### src/rtl/instr_sequencer.sv
// Multi-cycle fetch/decode/execute/memory/writeback control FSM for the ARM-style core.
// Optional perf counters (retired_count, cycle_count) are built when SEQ_PERF_CNT_EN is defined.
module instr_sequencer #(
    parameter int WAIT_LIMIT = 15
`ifdef SEQ_PERF_CNT_EN
    ,
    parameter int CNT_W = 32
`endif
) (
    input  logic       clk,
    input  logic       rst,
    input  logic       imem_ack,
    input  logic       dmem_ack,
    input  logic [1:0] TypeCode,
    input  logic       Load,
    input  logic       set_cond_bit,
    input  logic       should_store_link,
    input  logic       cond_pass,
    output logic       imem_req,
    output logic       ir_write,
    output logic       dmem_req,
    output logic       dmem_we,
    output logic       reg_write,
    output logic       link_write,
    output logic       cpsr_write,
    output logic       pc_write,
    output logic       pc_branch_sel,
    output logic       fault,
    output logic [2:0] state
`ifdef SEQ_PERF_CNT_EN
    ,
    output logic [CNT_W-1:0] retired_count,
    output logic [CNT_W-1:0] cycle_count
`endif
);

    typedef enum logic [2:0] {
        S_FETCH     = 3'd0,
        S_DECODE    = 3'd1,
        S_EXECUTE   = 3'd2,
        S_MEMORY    = 3'd3,
        S_WRITEBACK = 3'd4,
        S_FAULT     = 3'd7
    } state_e;

    localparam logic [7:0] WAIT_M1 = 8'(WAIT_LIMIT - 1);

    state_e     state_q, state_d;
    logic [7:0] wait_q, wait_d;
    logic       fault_q;

    always_comb begin
        state_d       = state_q;
        wait_d        = wait_q;
        imem_req      = 1'b0;
        ir_write      = 1'b0;
        dmem_req      = 1'b0;
        dmem_we       = 1'b0;
        reg_write     = 1'b0;
        link_write    = 1'b0;
        cpsr_write    = 1'b0;
        pc_write      = 1'b0;
        pc_branch_sel = 1'b0;
        case (state_q)
            S_FETCH: begin
                imem_req = 1'b1;
                if (imem_ack) begin
                    ir_write = 1'b1;
                    wait_d   = 8'd0;
                    state_d  = S_DECODE;
                end else if (wait_q == WAIT_M1) begin
                    state_d = S_FAULT;
                end else begin
                    wait_d = wait_q + 8'd1;
                end
            end
            S_DECODE: begin
                if (!cond_pass) begin
                    pc_write = 1'b1;
                    wait_d   = 8'd0;
                    state_d  = S_FETCH;
                end else if (TypeCode == 2'b10) begin
                    state_d = S_FAULT;
                end else begin
                    state_d = S_EXECUTE;
                end
            end
            S_EXECUTE: begin
                case (TypeCode)
                    2'b00: begin
                        reg_write  = 1'b1;
                        cpsr_write = set_cond_bit;
                        pc_write   = 1'b1;
                        wait_d     = 8'd0;
                        state_d    = S_FETCH;
                    end
                    2'b01: begin
                        wait_d  = 8'd0;
                        state_d = S_MEMORY;
                    end
                    2'b11: begin
                        pc_write      = 1'b1;
                        pc_branch_sel = 1'b1;
                        link_write    = should_store_link;
                        wait_d        = 8'd0;
                        state_d       = S_FETCH;
                    end
                    default: state_d = S_FAULT;
                endcase
            end
            S_MEMORY: begin
                dmem_req = 1'b1;
                dmem_we  = ~Load;
                if (dmem_ack) begin
                    wait_d = 8'd0;
                    if (Load) begin
                        state_d = S_WRITEBACK;
                    end else begin
                        pc_write = 1'b1;
                        state_d  = S_FETCH;
                    end
                end else if (wait_q == WAIT_M1) begin
                    state_d = S_FAULT;
                end else begin
                    wait_d = wait_q + 8'd1;
                end
            end
            S_WRITEBACK: begin
                reg_write = 1'b1;
                pc_write  = 1'b1;
                wait_d    = 8'd0;
                state_d   = S_FETCH;
            end
            S_FAULT: state_d = S_FAULT;
            default: state_d = S_FAULT;
        endcase
        // Held in reset: no request and no write strobe may leak out.
        if (!rst) begin
            imem_req      = 1'b0;
            ir_write      = 1'b0;
            dmem_req      = 1'b0;
            dmem_we       = 1'b0;
            reg_write     = 1'b0;
            link_write    = 1'b0;
            cpsr_write    = 1'b0;
            pc_write      = 1'b0;
            pc_branch_sel = 1'b0;
        end
    end

    always_ff @(posedge clk or negedge rst) begin
        if (!rst) begin
            state_q <= S_FETCH;
            wait_q  <= 8'd0;
            fault_q <= 1'b0;
        end else begin
            state_q <= state_d;
            wait_q  <= wait_d;
            fault_q <= fault_q | (state_d == S_FAULT);
        end
    end

    assign fault = fault_q;
    assign state = state_q;

`ifdef SEQ_PERF_CNT_EN
    logic [CNT_W-1:0] ret_q, cyc_q;

    always_ff @(posedge clk or negedge rst) begin
        if (!rst) begin
            ret_q <= '0;
            cyc_q <= '0;
        end else if (state_q != S_FAULT) begin
            if (pc_write) ret_q <= ret_q + CNT_W'(1);
            if (cyc_q != '1) cyc_q <= cyc_q + CNT_W'(1);
        end
    end

    assign retired_count = ret_q;
    assign cycle_count   = cyc_q;
`endif

endmodule

### config.mk
export PLATFORM = sky130hd
export DESIGN_NAME = instr_sequencer
export DESIGN_NICKNAME = d
export VERILOG_FILES = /design/src/rtl/instr_sequencer.sv
export SDC_FILE = /design/constraint.sdc
export NUM_CORES = 1
export LEC_CHECK = 0
export CELL_PAD_IN_SITES_DETAIL_PLACEMENT = 0
export CELL_PAD_IN_SITES_GLOBAL_PLACEMENT = 2
export CORE_MARGIN = 2
export CORE_UTILIZATION = 30
export DETAILED_ROUTE_END_ITERATION = 6
export PLACE_DENSITY = 0.93
export SLEW_MARGIN = 5
export SYNTH_ARGS = -nofsm -noshare
export SYNTH_HDL_FRONTEND = slang
export SYNTH_SLANG_ARGS = --single-unit
### constraint.sdc
create_clock -name clk -period 2.4 [get_ports clk]
set_input_delay 0.48 -clock clk [delete_from_list [all_inputs] [get_ports clk]]
set_output_delay 0.48 -clock clk [all_outputs]
set_load 0.02 [all_outputs]
==> impl_metrics.env, run 1 <==
export IMPL_ctsLongestPathBuffers=2
export IMPL_ant_nets=0
export IMPL_ir_drop_uv=363
export IMPL_multi_input_area_um2=617
export IMPL_clkSinkCount=12
export IMPL_grt_first_pass_wirelength_um=4170
export IMPL_crit_required_ns=1.92
export IMPL_use_met3=0.0238
export IMPL_cts_setup_buffers=0
export IMPL_io_pins=23
export IMPL_coreArea_um2=3030
export IMPL_cp_arrival_ns=1.85
export IMPL_clk_pin_slew_worst_paths_ns=0.08
export IMPL_hpwl_um=1840
export IMPL_drt_pass1_iter_count=4
export IMPL_finClkSkew_ns=0.000289
export IMPL_finalSetupViolCount=0
export IMPL_r2r_setup_slack_ns=0.37
export IMPL_cellPowerDensity_nw_per_um2=849
export IMPL_start_kind="input pin"
export IMPL_finalCritPeriodShare=0.969
export IMPL_rsz0062_at_grt="no"
export IMPL_routed_wirelength_um=2420
export IMPL_cts_root_buf="clkbuf_4"
export IMPL_worst_pin_slew_ns=0.556
export IMPL_whs_endpoint="fault"
export IMPL_nFillCells=313
export IMPL_synth_cells=109
export IMPL_place_congestion=0.811
export IMPL_final_util=0.440
export IMPL_wl_per_cell_um=12.7
export IMPL_endpoint_kind="primary output"
export IMPL_die_x_um=60.2
export IMPL_synth_nets=124
export IMPL_die_h_um=60.2
export IMPL_start_util=0.313
export IMPL_met1_usage=0.193
export IMPL_timing_rr_end="wait_q[6]"
export IMPL_worstPathMaxFanout=2
export IMPL_outcome="complete, no violations"
export IMPL_clk_latency_ns=0.26
export IMPL_num_vias=966
export IMPL_first_iter_violations=25
export IMPL_cts_made_buffers=3
export IMPL_finalCriticalPeriod_ns=2.33
export IMPL_regArea_um2=300
export IMPL_report_final_hold_viol_count=0
export IMPL_slew_violations=0
export IMPL_ys_warn_count=0
export IMPL_routed_via_density=5.08
export IMPL_die_area_um2=3620
export IMPL_n_antenna_cell=0
export IMPL_slew_headroom=0.627
export IMPL_overflow=0
export IMPL_max_freq_mhz=430
export IMPL_layout_drive_gt1_share=0.247
export IMPL_worstHoldStart="fault"
export IMPL_antenna_found_initial=0
export IMPL_busiest_layer="met2"
export IMPL_portBuffers=22
export IMPL_hold_path_class="reg -> reg"
export IMPL_rr_startpoint="state[1]"
export IMPL_drv_cap=0
export IMPL_p_total_mw=1.13
export IMPL_area_growth_synth_to_final_pct=40.8
export IMPL_leakagePower_nw=0.652
export IMPL_cts_max_level=1
export IMPL_rows=20
export IMPL_netlist_area_um2=947
export IMPL_holdPathStages=1
export IMPL_ff2ff_path_depth=7
export IMPL_grtUsageTotal=0.150
export IMPL_grt_max_degree=15
export IMPL_grtUsageMet2=0.253
export IMPL_ys_types=38
export IMPL_ys_seq_elements=12
export IMPL_final_nets=163
export IMPL_ys_seq_area_frac=0.317
export IMPL_synth_area_per_cell_um2=8.69
export IMPL_path_class="in -> out"
export IMPL_drc=0
export IMPL_cts_tree="yes"
export IMPL_grt_pass1_vias=933
## power by group
| part | internal [mW] | leakage [nW] | switching (mW) |
|---|---|---|---|
| sequential | 0.243 | 0.159 | 0.0790 |
| clock | 0.0579 | 0.0138 | 0.0666 |
| combinational | 0.323 | 0.479 | 0.364 |
| total | 0.623 | 0.652 | 0.510 |
## timing repair
action,in CTS,in global routing
hold endpoints to repair,0,0
hold buffers,0,0
endpoints found under the setup margin,9,5
gates resized for setup,14,10
pin swaps,0,1
## flip-flops by register name, indices dropped and copies added (netlist names)
name / flops
wait_q: 8
state: 3
fault: 1
## layout make-up
type                            instances  area share
Tap cell                               44      0.0413
Multi-Input combinational cell         87       0.462
Inverter                                5      0.0141
Timing Repair Buffer                   39       0.240
Clock buffer                            3      0.0169
Sequential cell                        12       0.225
## metrics by stage
stage	setup TNS [ns]	worst slack [ns]	hold WS, ns	instance area, um2	cells
2_1_floorplan	0	0.171	0.184	947	109
3_3_place_gp	-1.89	-0.395	0.442	1330	187
3_5_place_dp	-2.07	-0.422	0.448	1330	187
4_1_cts	0	0.00805	0.469	1340	190
5_1_grt	0	0.000306	0.499	1330	190
6_report	0	0.0748	0.464	1330	190
## layer usage
layer  share of wire  wire length, um  vias to the layer above
li1                -                -                      485
met1            0.46             1120                      450
met2            0.47             1150                       27
met3           0.050              122                        4
met4           0.012               28                        0
met5               0                0                        -
## cell families (layout without fill, tap and decap cells)
| logic type | after synthesis | in the layout | synth area share |
|---|---|---|---|
| flip-flops | 12 | 12 | 0.317 |
| buffers and inverters | 10 | 47 | 0.0449 |
| AND/OR/NAND/NOR | 45 | 45 | 0.295 |
| adder cells (fa/ha/maj) | 5 | 5 | 0.0661 |
| AO/OA/AOI/OAI | 37 | 37 | 0.277 |
## cell usage in the layout (no fill, tap or decap), drive strengths merged, types with 5 or more instances in the layout
cell type       n
nor2            7
clkbuf          7
nand2           8
clkdlybuf4s50  13
o21ai           8
buf            18
dfrtp          12
ha              5
and3            6
a21oi           7
inv             5
## cells in the mapped netlist
cell | n | area (um2)
a211oi_1 | 1 | 7.51
a21boi_0 | 1 | 7.51
a21o_1 | 3 | 22.5
a21oi_1 | 7 | 35.0
a221o_1 | 1 | 10.0
a22o_1 | 3 | 26.3
a2bb2oi_1 | 1 | 8.76
a31o_2 | 1 | 8.76
a31oi_1 | 2 | 12.5
a41oi_2 | 1 | 16.3
and2_1 | 3 | 18.8
and3_1 | 5 | 31.3
and3_2 | 1 | 7.51
and3b_1 | 1 | 8.76
and4_2 | 1 | 10.0
buf_2 | 4 | 20.0
clkbuf_1 | 1 | 3.75
dfrtp_1 | 12 | 300
ha_1 | 5 | 62.6
inv_1 | 5 | 18.8
nand2_1 | 8 | 30.0
nand2b_1 | 2 | 12.5
nand3_1 | 3 | 15.0
nand4_1 | 2 | 12.5
nand4b_2 | 1 | 15.0
nor2_1 | 7 | 26.3
nor2b_1 | 4 | 25.0
nor3_1 | 1 | 5.00
nor3_2 | 1 | 10.0
nor3b_1 | 4 | 30.0
nor4_4 | 1 | 21.3
o21a_1 | 1 | 7.51
o21ai_0 | 7 | 35.0
o21ai_1 | 1 | 5.00
o22ai_1 | 3 | 18.8
o2bb2ai_1 | 2 | 17.5
o31ai_1 | 1 | 7.51
o32ai_2 | 1 | 16.3
## how the worst max path moves through the flow
| stage | from | slack [ns] | to | cells after the start |
|---|---|---|---|---|
| 5_1_grt | rst | 0.0003 | ir_write | 5 |
| 2_1_floorplan | state[2] | 0.17 | ir_write | 4 |
| 4_1_cts | rst | 0.008 | cpsr_write | 6 |
| 3_5_place_dp | TypeCode[0] | -0.42 | pc_write | 7 |
| 3_3_place_gp | TypeCode[0] | -0.39 | pc_write | 7 |
| 6_report | TypeCode[0] | 0.07 | pc_write | 7 |
## critical path: stages
cell             delay [ns]
clkdlybuf4s50_1        0.48
inv_1                  0.06
ha_1                   0.32
nor3b_2                0.17
a211oi_1               0.07
nor2_1                 0.12
buf_4                  0.15
Power figures use the tool's default switching activity.
==> run 2, diff against run 1 <==
ABC_CLOCK_PERIOD_IN_PS = 2400   (was unset)
CELL_PAD_IN_SITES_DETAIL_PLACEMENT = 2   (was 0)
==> impl_metrics.env, run 2 (same netlist as run 1, synthesis figures left out) <==
export IMPL_outcome="complete, no violations"
export IMPL_finalSetupViolCount=0
export IMPL_hold_path_class="reg -> reg"
export IMPL_cts_root_buf="clkbuf_4"
export IMPL_largest_reg_flops=8
export IMPL_rows=20
export IMPL_setup_slack_ns=0.0540
export IMPL_largest_register="wait_q"
export IMPL_io_pins=23
export IMPL_die_area_um2=3620
export IMPL_overflow=0
export IMPL_start_util=0.313
export IMPL_leakagePower_nw=0.656
export IMPL_routed_wirelength_um=3210
export IMPL_die_x_um=60.2
export IMPL_cts_tree="yes"
export IMPL_report_final_hold_viol_count=0
export IMPL_worstPathMaxFanout=2
export IMPL_slew_violations=0
export IMPL_drc=0
export IMPL_clk_pin_slew_worst_paths_ns=0.07
export IMPL_area_growth_synth_to_final_pct=43.6
export IMPL_final_nets=163
export IMPL_wl_per_cell_um=16.9
export IMPL_max_freq_mhz=426
export IMPL_grt_pass1_vias=1083
export IMPL_place_congestion=0.811
export IMPL_p_total_mw=1.19
export IMPL_slew_headroom=0.627
export IMPL_fin_hold_ws_ns=0.473
export IMPL_die_h_um=60.2
export IMPL_grt_max_degree=15
export IMPL_routed_via_density=5.31
export IMPL_clkSinkCount=12
export IMPL_final_cells=190
export IMPL_n_antenna_cell=0
export IMPL_ctsLongestPathBuffers=2
export IMPL_worst_pin_slew_ns=0.556
export IMPL_ant_nets=0
export IMPL_cellPowerDensity_nw_per_um2=874
export IMPL_rr_startpoint="state[0]"
export IMPL_crit_required_ns=1.92
export IMPL_first_iter_violations=8
export IMPL_cts_setup_buffers=0
export IMPL_layout_drive_gt1_share=0.274
export IMPL_cts_max_level=1
export IMPL_pre_cts_ws_ns=-0.500
export IMPL_num_vias=1009
export IMPL_ir_drop_uv=371
export IMPL_holdPathStages=1
export IMPL_coreArea_um2=3030
export IMPL_antenna_found_initial=0
export IMPL_timing_rr_end="wait_q[6]"
export IMPL_r2r_setup_slack_ns=0.23
export IMPL_whs_endpoint="fault"
export IMPL_drt_pass1_iter_count=2
export IMPL_grtUsageTotal=0.187
export IMPL_cp_arrival_ns=1.87
export IMPL_drv_cap=0
export IMPL_start_kind="input pin"
export IMPL_portBuffers=22
export IMPL_crit_path_start="TypeCode[0]"
export IMPL_hpwl_um=2540
export IMPL_path_class="in -> out"
export IMPL_finalCritPeriodShare=0.978
export IMPL_endpoint_kind="primary output"
export IMPL_finClkSkew_ns=0.00286
export IMPL_layout_commonest_cell="buf_4"
export IMPL_clk_latency_ns=0.27
export IMPL_ff2ff_path_depth=7
export IMPL_worstHoldStart="fault"
export IMPL_cts_made_buffers=3
export IMPL_most_common_layout_cells="buf_4 (18), clkdlybuf4s50_1 (13), dfrtp_1 (12)"
export IMPL_grt_first_pass_wirelength_um=5060
export IMPL_final_util=0.449
export IMPL_finalCriticalPeriod_ns=2.35
export IMPL_dpl_cell_count=187
==> run 2: cell types whose count changed in the layout (fill, tap and decap cells not counted) <==
cell,delta
a211oi_1,-1
a211oi_2,+1
ha_1,-1
ha_4,+1
inv_1,-1
inv_2,+1
nor2b_1,-1
nor2b_2,+1
nor3b_2,-1
nor3b_4,+1
==> run 2: metal layers <==
metal | vias to the layer above | global-route usage | part of all wire
li1 | 484 | - | -
met3 | 6 | 0.0216 | 0.038
met4 | 0 | 0.0635 | 0.015
met2 | 23 | 0.360 | 0.54
met5 | - | 0 | 0
met1 | 496 | 0.208 | 0.41
==> run 2: stage by stage <==
| stage | setup TNS [ns] | cell area (um2) |
|---|---|---|
| finish | 0 | 1360 |
| global route | -0.0186 | 1360 |
| CTS | 0 | 1350 |
| detailed placement | -2.61 | 1330 |
| global placement | -1.89 | 1330 |
| floorplan | 0 | 947 |
==> run 2: cell type report <==
type / instances / area, um2
fill: 342 / 1670
multi-input combinational: 87 / 643
timing repair buffer: 39 / 320
sequential: 12 / 300
tap: 44 / 55.1
clock buffer: 3 / 22.5
inverter: 5 / 18.8
==> run 2: worst max-delay path by stage <==
stage	to
3_3_place_gp	pc_write
6_report	pc_write
2_1_floorplan	ir_write
3_5_place_dp	pc_write
5_1_grt	pc_write
4_1_cts	pc_write
==> run 2: report_power, final <==
part           leakage [nW]  switching (mW)  internal (mW)
combinational         0.482           0.403          0.335
sequential            0.159          0.0872          0.243
clock                0.0138          0.0619         0.0581
==> run 2: worst max-delay path, stage by stage <==
cell             delay, ns
clkdlybuf4s50_1       0.52
inv_2                 0.07
ha_4                  0.25
nor3b_4               0.22
a211oi_2              0.07
nor2_1                0.11
buf_4                 0.15
==> run 2: timing repair <==
item	CTS	global route
hold endpoints to repair	0	0
hold buffers	0	0
pin swaps	0	2
setup endpoints to repair	9	5
resized for setup	17	12
